<file path="src/rtl/mips_hazard_scoreboard.sv">
// +--------------------------------------------------------------------------+
// | mips_hazard_scoreboard: in-flight destination scoreboard that produces   |
// | the ID-stage stall request, operand forward selects and a stall counter. |
// | Optional macro HAZARD_FWD_EN enables forwarding from ready slots.        |
// | Revision: 1.0                                                            |
// +--------------------------------------------------------------------------+
`default_nettype none

module mips_hazard_scoreboard #(
  parameter int ADDR_W     = 5,
  parameter int LAT_STAGES = 3,
  parameter int ALU_READY  = 2,
  parameter int LOAD_READY = 3,
  parameter int CNT_W      = 16,
  parameter int SEL_W      = 2
) (
  input  logic              clk,
  input  logic              nrst,
  input  logic [ADDR_W-1:0] id_rs,
  input  logic [ADDR_W-1:0] id_rt,
  input  logic              id_use_rs,
  input  logic              id_use_rt,
  input  logic [ADDR_W-1:0] id_wraddr,
  input  logic              id_wr_en,
  input  logic              id_is_load,
  input  logic              flush,
  input  logic              cnt_clr,
  output logic              stall,
  output logic [SEL_W-1:0]  fwd_a,
  output logic [SEL_W-1:0]  fwd_b,
  output logic [CNT_W-1:0]  stall_cnt
);

  logic [LAT_STAGES:1]             valid_q, valid_d;
  logic [LAT_STAGES:1][ADDR_W-1:0] addr_q, addr_d;
  logic [LAT_STAGES:1]             load_q, load_d;
  logic [CNT_W-1:0]                stall_cnt_q, stall_cnt_d;

  logic [1:0][ADDR_W-1:0] op_addr;
  logic [1:0]             op_use;
  logic [1:0]             op_blk;
  logic [1:0][SEL_W-1:0]  op_fwd;

  assign op_addr[0] = id_rs;
  assign op_addr[1] = id_rt;
  assign op_use[0]  = id_use_rs;
  assign op_use[1]  = id_use_rt;

  for (genvar i = 0; i < 2; i++) begin : g_opnd
    logic             hit;
    logic             rdy;
    logic [SEL_W-1:0] sel;

    // Scan oldest to youngest so the youngest matching slot wins.
    always_comb begin
      hit = 1'b0;
      rdy = 1'b0;
      sel = '0;
      for (int k = LAT_STAGES; k >= 1; k--) begin
        if (valid_q[k] && (addr_q[k] == op_addr[i])) begin
          hit = 1'b1;
          sel = SEL_W'(k);
`ifdef HAZARD_FWD_EN
          rdy = (k >= (load_q[k] ? LOAD_READY : ALU_READY));
`else
          rdy = 1'b0;
`endif
        end
      end
      if (!op_use[i] || (op_addr[i] == '0)) begin
        hit = 1'b0;
      end
    end

    assign op_blk[i] = hit && !rdy;
    assign op_fwd[i] = (hit && rdy) ? sel : '0;
  end

`ifndef HAZARD_FWD_EN
  logic unused_load;
  assign unused_load = ^load_q;
`endif

  assign stall     = |op_blk;
  assign fwd_a     = stall ? '0 : op_fwd[0];
  assign fwd_b     = stall ? '0 : op_fwd[1];
  assign stall_cnt = stall_cnt_q;

  // Older slots advance every cycle; only slot 1 sees stall/flush bubbles.
  always_comb begin
    valid_d    = '0;
    addr_d     = addr_q;
    load_d     = load_q;
    valid_d[1] = !stall && !flush && id_wr_en && (id_wraddr != '0);
    addr_d[1]  = id_wraddr;
    load_d[1]  = id_is_load;
    for (int k = 2; k <= LAT_STAGES; k++) begin
      valid_d[k] = valid_q[k-1];
      addr_d[k]  = addr_q[k-1];
      load_d[k]  = load_q[k-1];
    end
  end

  always_comb begin
    stall_cnt_d = stall_cnt_q;
    if (cnt_clr) begin
      stall_cnt_d = '0;
    end else if (stall && !(&stall_cnt_q)) begin
      stall_cnt_d = stall_cnt_q + 1'b1;
    end
  end

  always_ff @(posedge clk or negedge nrst) begin
    if (!nrst) begin
      valid_q     <= '0;
      addr_q      <= '0;
      load_q      <= '0;
      stall_cnt_q <= '0;
    end else begin
      valid_q     <= valid_d;
      addr_q      <= addr_d;
      load_q      <= load_d;
      stall_cnt_q <= stall_cnt_d;
    end
  end

endmodule

`default_nettype wire

</file>
<file path="config.mk">
export PLATFORM = sky130hd
export DESIGN_NAME = mips_hazard_scoreboard
export DESIGN_NICKNAME = d
export VERILOG_FILES = /design/src/rtl/mips_hazard_scoreboard.sv
export SDC_FILE = /design/constraint.sdc
export NUM_CORES = 1
export LEC_CHECK = 0
export ABC_AREA = 1
export BUFFER_PORTS_ARGS = -buffer_cell sky130_fd_sc_hd__buf_4
export CAP_MARGIN = 20
export CORE_MARGIN = 4
export CORE_UTILIZATION = 55
export CTS_CLUSTER_DIAMETER = 60
export DETAILED_ROUTE_END_ITERATION = 12
export HOLD_SLACK_MARGIN = 0.1
export PLACE_DENSITY_LB_ADDON = 0.15
export SLEW_MARGIN = 20
export SYNTH_ARGS = -nofsm -noshare
export SYNTH_HDL_FRONTEND = slang
export SYNTH_SLANG_ARGS = --single-unit
</file>
<file path="constraint.sdc">
create_clock -name clk -period 2.1 [get_ports clk]
set_clock_uncertainty 0.15 [all_clocks]
set_input_delay 0.21 -clock clk [delete_from_list [all_inputs] [get_ports clk]]
set_output_delay 0.21 -clock clk [all_outputs]
set_load 0.005 [all_outputs]
</file>
# == Yosys cells after proc, flatten, opt, wreduce, memory -nomap -nowiden ==
# Index checks and enable logic that the tools add are counted.
# W data, S select, Z words.
# word_totals
reg_bits,34
input_bits,23
out_inout_bits,21
word_cells,45
# classes
addsub,1
eq_ne,6
muxes,10
n_reduce_logical,23
# op_table
operator,count
$mux W16,2
$eq A5 B5 Y1,6
$add A16 B1 Y16 const B,1
$reduce_and A16 Y1,1
$logic_and A1 B1 Y1,10
$logic_not A5 Y1,2
$mux W1,8
$logic_not A1 Y1,5
$reduce_bool A5 Y1,1
$logic_or A1 B1 Y1,2
$reduce_bool A2 Y1,1
$reduce_or A2 Y1,1

# == Logic depth before layout (Yosys ltp) ==
# Gate-level depths: netlist of the first run.
# depth
word_depth,11
mapped_depth,12
ltp_nobuf,11

# == Least setup slack after synthesis of the first run ==
# Ideal clock, no wire load.
# synth_path
path_type,register to register
startpoint,"reg stall_cnt_q[0], in the netlist stall_cnt[0]"
endpoint,"reg stall_cnt_q[4], in the netlist stall_cnt[4]"
setup_time_ns,0.118
t_arrival_ns,1.479
t_required_ns,1.832
setup_slack_ns,0.353
path_stages_with_launch,10
n_path_buf,1
period_less_slack_ns,1.747
cell_sequence,dfrtp_1 -> ha_1 -> nand3_1 -> nor2_2 -> nand4_1 -> nor2_2 -> nand2_4 -> buf_2 -> nand4_1 -> nand2_1
# synth_between
elab_chain_cells,4
elab_cells_between_ends,7
classes_between,add/sub: 1; mux: 2; reduce/logical: 4
# synth_rtl
item,line,rtl
from (decl),37,"logic [CNT_W-1:0] stall_cnt_q, stall_cnt_d;"
from (signal assigned),123,stall_cnt_q <= stall_cnt_d;
branches (longest 4 deep; another with $add A16 B1 Y16),n/a,
# Several ways; the timed one is not identified. The select of a mux whose other input is x is not followed.
# A chain may end at the register's enable or synchronous reset.

# == Worst setup path after layout of the first run ==
# layout_path
startpoint,"reg stall_cnt_q[1], in the netlist stall_cnt[1]"
endpoint,"reg stall_cnt_q[0], in the netlist stall_cnt[0]"
# layout_between
elab_chain_cells,4
# layout_rtl
item,line,rtl
$reduce_and A16 Y1,108,end else if (stall && !(&stall_cnt_q)) begin
$logic_not A1 Y1,108,
$logic_and A1 B1 Y1,108,
$reduce_bool A2 Y1 (no source line),n/a,
# Every way passes these cells.

==> results of run 1 <==
## stage by stage
step	worst slack [ps]	util (%)	total power, uW	instance area, um^2	hold WS [ps]
after floorplan	353	-	797	2170	-236
after global placement	177	66.3	867	2460	28.1
after detailed placement	114	66.3	871	2460	30.4
after CTS	97.0	70.9	1370	2640	253
after global routing	43.8	72.7	1440	2700	269
final	196	72.7	1370	2700	251
## cell type report
type | count | area, um^2 | share of cell area [%]
Clock buffer | 5 | 68.8 | 2.55
Multi-Input combinational cell | 230 | 1090 | 40.2
Sequential cell | 34 | 851 | 31.5
Inverter | 47 | 176 | 6.53
Tap cell | 48 | 60.1 | 2.22
Timing Repair Buffer | 54 | 438 | 16.2
Clock inverter | 3 | 21.3 | 0.787
## registers in the layout (all words and copies together), names as in the netlist
name and cells:
valid_q 3, addr_d 10, addr_q 5, stall_cnt 16
## placed cells by master, fill, tap and decap left out, types with 3 or more instances in the layout
master,instances
clkbuf_8,5
inv_1,38
nand2_1,108
xor2_1,9
buf_4,45
inv_2,9
nor2_2,3
dfrtp_1,34
nor2_1,36
nand4_1,21
nand3_1,27
dlygate4sd3_1,8
o21ai_0,8
conb_1,4
nor3_1,3
## repair_timing
action	4_1_cts	5_1_grt
resized for setup	0	1
endpoints found under the setup margin	0	17
hold endpoints to repair	40	0
hold buffers	8	0
buffers inserted	0	6
## synthesized netlist by cell type, types with 2 or more instances
cell type | number | area, um^2
nand3_1 | 27 | 135
o21ai_0 | 8 | 40.0
buf_1 | 2 | 7.51
nor2_1 | 36 | 135
nor2_2 | 3 | 18.8
buf_4 | 4 | 30.0
o21ai_1 | 2 | 10.0
nor3_1 | 3 | 15.0
nand2_4 | 3 | 33.8
nand2_1 | 108 | 405
dfrtp_1 | 34 | 851
xor2_1 | 9 | 78.8
nand3_2 | 2 | 20.0
inv_1 | 38 | 143
nand4_1 | 21 | 131
inv_2 | 9 | 33.8
buf_2 | 3 | 15.0
## cells by family after synthesis
family                   Yosys count  synth area share [%]
AND/OR/NAND/NOR                  205                  42.2
buffers and inverters             57                  11.3
flip-flops                        34                  39.4
AO/OA/AOI/OAI                     10                  2.32
XOR/XNOR                          10                  4.05
adder cells (fa/ha/maj)            1                 0.579
other                              1                 0.174
## worst max-delay path, cell delays in order, from the launching register on
cell	delay, ps
dfrtp_1	400
ha_1	200
nand3_1	150
nor2_2	150
nand4_1	130
nor2_2	170
nand2_4	120
buf_4	160
nand4_1	90
nand2_1	70
## per-layer routing
layer,wire length (um),vias up
met5,0,-
met4,51,0
met3,303,5
met2,2360,59
met1,2520,964
li1,-,1099
## power breakdown
| group | switching, uW | leakage, uW | total, uW | internal (uW) |
|---|---|---|---|---|
| registers | 17.3 | 0.000437 | 691 | 674 |
| logic | 110 | 0.00107 | 187 | 76.6 |
| clock network | 259 | 0.0000441 | 492 | 233 |
## worst max path at each step
stage	from	end	slack (ps)
after global placement	stall_cnt[0]	stall_cnt[4]	180
after detailed placement	stall_cnt[1]	stall_cnt[0]	110
after CTS	stall_cnt[1]	stall_cnt[0]	100
after global routing	stall_cnt[0]	stall_cnt[3]	40
after floorplan	stall_cnt[0]	stall_cnt[4]	350
final	stall_cnt[1]	stall_cnt[0]	200
==> metrics.txt, run 1 <==
core box area 3720 um^2; fin crit period 1900 ps; Mapped Avg Cell Area 6.80 um^2; fin cells 421; Most Used Layer, Global Route met1; Final #Nets 396; Die ar. 5000 um^2; I/O pin count 44; setup violators final 0; layout cell share with drive strength beyond 1 19.3%; RR Endpoint stall_cnt[0]; Syn. warnings 0; Inserted Diodes 0; achievable frequency 525 MHz; Die H 70.7 um; Longest Clk Path Bufs 2; # DRC 0; fillers 328; clock latency on the worst-skew pair 290 ps; All-Layer GR Usage 21.7%; CTS Buf Count 5; routed wire length 5230 um; Max-Cap Viols 0; Pleak 0.00155 uW; final count of pins violating max slew 0; Initial Util 58.1%; crit path capture type flop; vias in the first global route 1886; hpwl dp 3640 um; peak supply drop 0.557 mV; run status finished, final reports clean; Pwr per Cell Area 507 nW/um^2; first-pass GRT wire length 8710 um; vias per cell 5.05; clk sinks 34; crit start category flop; Congestion Overflow GR 0; TritonRoute pass-1 iters 4; Iter 0 DRT Violations 131; Hold EP valid_q[2]; Vias 2127; area grow syn2layout 25.0%; hold path cells 0; Required @ worst endpoint 2130 ps; reg2reg setup slack 200 ps; synthesized flop and latch total 34; row count 22; TritonCTS clock tree yes; reg2reg start stall_cnt[1]; R2R depth 9; sequential element share of the synthesized area 39.4%; Final GP Congestion 0.939; Final ANT Viol Nets 0; initial antenna violation count 0; Max FO, Critical Path 6; Post-synth EDFFs 0; root buffer cell clkbuf_8; Syn Inst Count 318; RSZ-0062 raised after global routing false; CTS clock-pin slew for the worst setup and hold paths 80 ps; min-delay src valid_q[1]; met1 usage 32.6%; IO Port Bufs 38; largest net degree at the start of global routing 35; fin crit share 90.7%; GR Util met2 32.2%; placed cell count 399; crit path DAT 1930 ps; met3 Usage GRT 4.83%; H-tree lvl count 2; Hold WC Path Type flop to flop; ys async rst share 100%; Cell Area, Synth 2160 um^2; drt wl/cell 12.4 um; Synth cell types 23; Post-synth top flop dfrtp_1; Die W 70.7 um; final hold vios 0; setup tns final 0 ps; Setup Crit Path Kind flop to flop
(Power assumes the default switching activity.)
==> run 2: changes to the inputs <==
--- a/config.mk
+++ b/config.mk
@@ -8,6 +8,7 @@
 export ABC_AREA = 1
 export BUFFER_PORTS_ARGS = -buffer_cell sky130_fd_sc_hd__buf_4
 export CAP_MARGIN = 20
+export CORE_ASPECT_RATIO = 1.75
 export CORE_MARGIN = 4
 export CORE_UTILIZATION = 55
 export CTS_CLUSTER_DIAMETER = 60
==> metrics.txt, run 2 (synthesized netlist as in run 1, its figures left out) <==
run status finished, final reports clean; # DRC 0; Most Used Layer, Global Route met2; final worst slack 101 ps; Inserted Diodes 0; largest net degree at the start of global routing 35; RSZ-0062 raised after global routing false; routed wire length 5620 um; placed cell count 400; most common cell after layout, fill and taps aside nand2_1; crit path capture type flop; Hold WC Path Type flop to flop; CTS clock-pin slew for the worst setup and hold paths 70 ps; Final GP Congestion 0.898; final hold vios 0; vias in the first global route 2144; met3 Usage GRT 4.01%; Pwr per Cell Area 514 nW/um^2; Final #Nets 394; TritonRoute pass-1 iters 4; GR Util met2 42.0%; Pleak 0.00154 uW; setup violators final 0; Initial Util 58.4%; All-Layer GR Usage 23.1%; H-tree lvl count 2; Vias 2167; CTS Buf Count 5; Max FO, Critical Path 11; core box area 3700 um^2; Die ar. 5030 um^2; drt wl/cell 13.5 um; setup tns final 0 ps; storage element area 851 um^2; Max-Cap Viols 0; Setup Crit Path Kind flop to flop; area of the multi-input gates 1090 um^2; pre-CTS setup slack 93.9 ps; CP max-delay cell dfrtp_1; Die W 55.4 um; commonest cells after routing, fill and taps aside nand2_1, buf_4, inv_1; Congestion Overflow GR 0; Required @ worst endpoint 2130 ps; area grow syn2layout 24.5%; initial antenna violation count 0; I/O pin count 44; Die H 90.9 um; Iter 0 DRT Violations 60; fin cells 417; root buffer cell clkbuf_8; cells along the critical path ha_1 > nand3_2 > nor2_2 > nand4_1 > nor2_2 > nand2_4 > buf_12 > nand4_1 > nand2_1; peak supply drop 0.684 mV; Longest Clk Path Bufs 2; IO Port Bufs 38; max FFs per register 16; TritonCTS clock tree yes; layout cell share with drive strength beyond 1 18.9%; clk sinks 34; achievable frequency 500 MHz; worst hold margin 252 ps; row count 29; fin crit period 2000 ps; final count of pins violating max slew 0; crit path DAT 2030 ps; Bufs and invs on worst path 1; crit start category flop; first-pass GRT wire length 9250 um; fin crit share 95.2%; vias per cell 5.20; hpwl dp 4120 um; clock latency on the worst-skew pair 290 ps; max incr delay on CP 390 ps; Final ANT Viol Nets 0; delay-heaviest family, CP simple AND/OR/NAND/NOR gates; fillers 333; Power Total 1380 uW; met1 usage 23.3%
[run 2: cell count changes in the layout (fill, tap and decap cells not counted)]
cell	delta
clkbuf_8	+1
nand3_2	+1
clkinv_4	-1
clkbuf_1	+1
clkinvlp_4	-1
buf_4	-2
nand3_1	-1
[run 2: worst register-to-register path, cell delays in order, from the launching register on]
cell	delay, ps
dfrtp_1	390
ha_1	220
nand3_2	140
nor2_2	160
nand4_1	140
nor2_2	220
nand2_4	140
buf_12	170
nand4_1	100
nand2_1	70
[run 2: metal layers]
metal  share of wire (%)  vias up
met5                   0        -
met1                  35      983
met3                 4.9       23
met4                 5.2        0
met2                  55       68
li1                    -     1093
[run 2: power by group]
part           leakage (uW)  switching [uW]  internal (uW)  total, uW
clock             0.0000482             241            264        505
sequential         0.000437            17.1            674        691
combinational       0.00106             111           74.8        185
[run 2: through the flow]
step / utilization (%) / area, um^2
floorplan: - / 2170
CTS: 72.1 / 2670
detailed placement: 67.5 / 2500
global route: 72.7 / 2690
global placement: 67.5 / 2500
finish: 72.7 / 2690
[run 2: final cells by class]
type,count,area share (%)
clock buffers,7,3.21
inverters,47,6.56
clock inverters,1,0.186
well taps,46,2.14
flip-flops and latches,34,31.6
repair buffers,52,15.7
multi-input cells,230,40.6
[run 2: worst paths after layout]
check,to,start,cells past startpoint,slack [ps]
min reg2reg,valid_q[2],valid_q[1],0,250
min,valid_q[2],valid_q[1],0,250
max in group asynchronous,addr_q[13],nrst,2,1220
max,stall_cnt[14],stall_cnt[0],9,100
min in group asynchronous,stall_cnt[8],nrst,2,260
max reg2reg,stall_cnt[14],stall_cnt[0],9,100
[run 2: repair_timing]
item | CTS | global route
hold buffers | 8 | 0
setup buffers | 0 | 1
hold endpoints to repair | 40 | 0
setup endpoints to repair | 0 | 14
gates resized for setup | 0 | 2
